<file path="src/rtl/dff_shreg_sp.sv">
// rtl/dff_shreg_sp.sv - loadable left/right shift register with shift counter and group-done pulse
module dff_shreg_sp #(
  parameter int                WIDTH     = 8,
  parameter logic [WIDTH-1:0]  RESET_VAL = '0
) (
  input  logic                         clk,
  input  logic                         Reset,
  input  logic                         Set,
  input  logic                         en,
  input  logic [1:0]                   mode,
  input  logic [WIDTH-1:0]             d,
  input  logic                         sin,
  output logic [WIDTH-1:0]             q,
  output logic [WIDTH-1:0]             n_q,
  output logic                         sout,
  output logic [$clog2(WIDTH+1)-1:0]   cnt,
  output logic                         done
);

  localparam int CW = $clog2(WIDTH+1);
  localparam logic [CW-1:0] CNT_LAST = CW'(WIDTH-1);

  localparam logic [1:0] MODE_LOAD  = 2'b01;
  localparam logic [1:0] MODE_LEFT  = 2'b10;
  localparam logic [1:0] MODE_RIGHT = 2'b11;

  logic [WIDTH-1:0] r_q;
  logic [WIDTH-1:0] r_nq;
  logic             r_sout;
  logic [CW-1:0]    r_cnt;
  logic             r_done;

  logic [WIDTH-1:0] w_q_nxt;
  logic             w_sout_nxt;
  logic [CW-1:0]    w_cnt_nxt;
  logic             w_done_nxt;
  logic             w_shift;

  // Next state for the enabled, non-preset case; hold is the default and done only survives one cycle
  always_comb begin
    w_q_nxt    = r_q;
    w_sout_nxt = r_sout;
    w_cnt_nxt  = r_cnt;
    w_done_nxt = 1'b0;
    w_shift    = 1'b0;
    if (en) begin
      case (mode)
        MODE_LOAD: begin
          w_q_nxt   = d;
          w_cnt_nxt = '0;
        end
        MODE_LEFT: begin
          w_q_nxt    = {r_q[WIDTH-2:0], sin};
          w_sout_nxt = r_q[WIDTH-1];
          w_shift    = 1'b1;
        end
        MODE_RIGHT: begin
          w_q_nxt    = {sin, r_q[WIDTH-1:1]};
          w_sout_nxt = r_q[0];
          w_shift    = 1'b1;
        end
        default: ;
      endcase
    end
    // Direction does not matter for counting; the WIDTH-th shift wraps and fires done
    if (w_shift) begin
      if (r_cnt == CNT_LAST) begin
        w_cnt_nxt  = '0;
        w_done_nxt = 1'b1;
      end else begin
        w_cnt_nxt = r_cnt + CW'(1);
      end
    end
  end

  // State registers; Reset beats Set, both beat everything else, n_q is registered alongside q
  always_ff @(posedge clk) begin
    if (Reset) begin
      r_q    <= RESET_VAL;
      r_nq   <= ~RESET_VAL;
      r_sout <= 1'b0;
      r_cnt  <= '0;
      r_done <= 1'b0;
    end else if (Set) begin
      r_q    <= '1;
      r_nq   <= '0;
      r_sout <= 1'b0;
      r_cnt  <= '0;
      r_done <= 1'b0;
    end else begin
      r_q    <= w_q_nxt;
      r_nq   <= ~w_q_nxt;
      r_sout <= w_sout_nxt;
      r_cnt  <= w_cnt_nxt;
      r_done <= w_done_nxt;
    end
  end

  assign q    = r_q;
  assign n_q  = r_nq;
  assign sout = r_sout;
  assign cnt  = r_cnt;
  assign done = r_done;

endmodule

</file>
<file path="config.mk">
export PLATFORM = sky130hd
export DESIGN_NAME = dff_shreg_sp
export DESIGN_NICKNAME = d
export VERILOG_FILES = /design/src/rtl/dff_shreg_sp.sv
export SDC_FILE = /design/constraint.sdc
export NUM_CORES = 1
export LEC_CHECK = 0
export ABC_AREA = 1
export CAP_MARGIN = 20
export CORE_MARGIN = 2
export CORE_UTILIZATION = 45
export DETAILED_ROUTE_END_ITERATION = 8
export PLACE_DENSITY = 0.79
export RECOVER_POWER = 25
export SLEW_MARGIN = 10
export SYNTH_ARGS = -nofsm -noshare
export SYNTH_HDL_FRONTEND = slang
export SYNTH_SLANG_ARGS = --single-unit
</file>
<file path="constraint.sdc">
create_clock -name clk -period 1.77 [get_ports clk]
set_clock_uncertainty 0.2 [all_clocks]
set_input_delay 0.354 -clock clk [delete_from_list [all_inputs] [get_ports clk]]
set_output_delay 0.354 -clock clk [all_outputs]
set_load 0.005 [all_outputs]
</file>
==> results_dict.tcl <==
set metrics [dict create \
    tritoncts "yes" \
    async_reset_ff_frac 0 \
    dieArea_um2 2910 \
    grt_max_degree 20 \
    ys_top_cells_by_area "dfxtp_1, nand3_1, nand2_1" \
    power.switching_w 0.000304 \
    global_route.usage.met1 0.299 \
    switching_share 0.285 \
    worstSetupEndpointType "output pin" \
    hold_viol_final 0 \
    start_util 0.466 \
    clk_latency_ns 0.32 \
    synth_warnings 0 \
    drc 0 \
    met3_usage 0.0278 \
    ys.flop_type "dfxtp_1" \
    clk_path_buf_depth 2 \
    place_area_um2 1540 \
    synth_most_common_cell "nand3_1" \
    timing.hold.ws_ns 0.312 \
    crit_slowest_cell "clkdlybuf4s50_1" \
    use_met2 0.309 \
    ir_drop_mv 0.651 \
    max_freq_mhz 575 \
    r2r_start "cnt[1]" \
    clk_pin_slew_ns 0.12 \
    path_buf_inv 1 \
    setup_viol 0 \
    synth-adder-area-share 0.0111 \
    num_antenna_cells 0 \
    synth_compound_area_frac 0.106 \
    io_buffers 36 \
    synth_edf_count 0 \
    synth_common_cells "nand3_1, nand2_1, dfxtp_1" \
    die_w_um 53.9 \
    finalCritPeriodShare 0.983 \
    synth_top_family_by_area "simple AND/OR/NAND/NOR gates" \
    synth_top_area_share 0.392 \
    layout.nets 220 \
    synth_cell_types 24 \
    setup_ws_ns 0.0294 \
    syn_area_per_cell_um2 7.38 \
    startpoint "q[5]" \
    total_power_w 0.00107 \
    hp-start "cnt[3]" \
    syn_nets 168 \
    status "finished, final reports clean" \
    cts_root_buf "clkbuf_4" \
    h-tree-depth 1 \
    drive_above_1_share 0.243 \
    vias 1214 \
    crit_chain "clkdlybuf4s50_1" \
    dr.pass1.iters 5 \
    cp_data_arrival_time_ns 1.19 \
    core_area_um2 2410 \
    netlist_area_um2 1120 \
    ios 37 \
    tightest_slew_ns 0.245 \
    gr-total-overflow 0 \
    routed_wl_um 3090 \
    vias_per_cell 5.23 \
    final_area_um2 1670 \
    cts_buffers 3 \
    antenna_found_initial 0 \
    drv_cap 0 \
    max_stage_delay_ns 0.50 \
    syn2layout_area_growth_pct 48.5 \
    gr-usage-all-layers 0.209 \
    synth_top_cell_by_area "dfxtp_1" \
    p_clk_frac 0.217 \
    slew_headroom 0.836 \
    core.rowCount 18 \
    die_h_um 53.9 \
    synth_xor_area_frac 0 \
    wire_per_inst_um 13.3 \
    pwr-share-comb 0.270 \
    grt-busiest-layer "met2" \
    pwr_density_cell_nw_per_um2 641 \
    ys_seq_area_frac 0.392 \
    period_needed_ns 1.74 \
    leakagePower_nw 0.845 \
    cp-start-kind "flip-flop" \
    slew_violations 0 \
    crit_required_ns 1.22 \
    synthSimpleGateAreaFrac 0.382 \
    drtIter0Drc 36 \
    dp_slack_ns -0.109 \
    ys_ff_latch 22 \
    tns_ns 0 \
    pwr-share-seq 0.513 \
    place_hpwl_um 2110 \
    worstHoldPathType "flip-flop to flip-flop" \
    clock_sinks 22 \
    grt_pass1_wl_um 4400 \
    internal_power_w 0.000765 \
    crit_type "flip-flop to output pin" \
    synthCells 152 \
    synthMuxAreaShare 0 \
    place.gp.congestion 0.837 \
    critPathMaxFanout 4 \
    cp_top_family "buffers and inverters" \
    ant_nets 0 \
    grt_pass1_vias 955 \
]
[cells in the final DEF, fill, tap and decap left out, drive strengths merged]
cell type,count
a21oi,13
buf,17
clkbuf,3
clkdlybuf4s50,28
dfxtp,22
dlygate4sd3,1
dlymetal6s2s,7
ha,1
inv,16
nand2,43
nand3,42
nand4,1
nor2,3
nor4,1
o21a,1
o21ai,2
o22ai,1
[power groups by stage]
| stage | Clock (W) | Sequential (W) | Combinational (W) |
|---|---|---|---|
| 2_1_floorplan | 0 | 0.000559 | 0.000130 |
| 3_3_place_gp | 0 | 0.000562 | 0.000257 |
| 3_5_place_dp | 0 | 0.000562 | 0.000259 |
| 4_1_cts | 0.000227 | 0.000553 | 0.000261 |
| 5_1_grt | 0.000256 | 0.000552 | 0.000314 |
| 6_report | 0.000232 | 0.000549 | 0.000289 |
[final timing paths]
| check | endpoint | slack, ns | cells past startpoint |
|---|---|---|---|
| worst max-delay path | q[5] | 0.03 | 1 |
| worst min-delay path | done | 0.31 | 1 |
| worst max register to register | cnt[0] | 0.37 | 5 |
| worst min register to register | done | 0.31 | 1 |
[per-layer routing]
metal / share of wire / routed length, µm
met5: 0 / 0
met1: 0.47 / 1450
met3: 0.058 / 178
met4: 0.022 / 68
met2: 0.45 / 1390
[cells by family after synthesis]
group / count (synthesis)
DFF: 22
and+or+nand+nor: 90
buffers and inverters: 22
AOI/OAI and AO/OA: 17
adders and majority gates: 1
[metrics by stage]
stage	instances	utilization
after global routing	232	0.692
final	232	0.692
after detailed placement	218	0.640
after floorplan	152	-
after global placement	218	0.640
after CTS	221	0.656
[cell type report]
class                      instances  area, µm²
fill                             195        743
multi-input combinational        108        553
timing repair buffer              53        543
clock buffer                       3       22.5
sequential                        22        450
tap                               30       37.5
inverter                          16       60.1
[sequential cells by signal (all words and copies together) (netlist names)]
| name | cells |
|---|---|
| n_q | 8 |
| done | 1 |
| q | 8 |
| sout | 1 |
| cnt | 4 |
[what timing repair did]
action,4_1_cts,5_1_grt
gates resized for setup,13,13
endpoints found under the setup margin,12,13
setup buffers,0,11
hold buffers,0,0
pin swaps,0,0
Note: power is estimated with default switching activity, not from simulation.
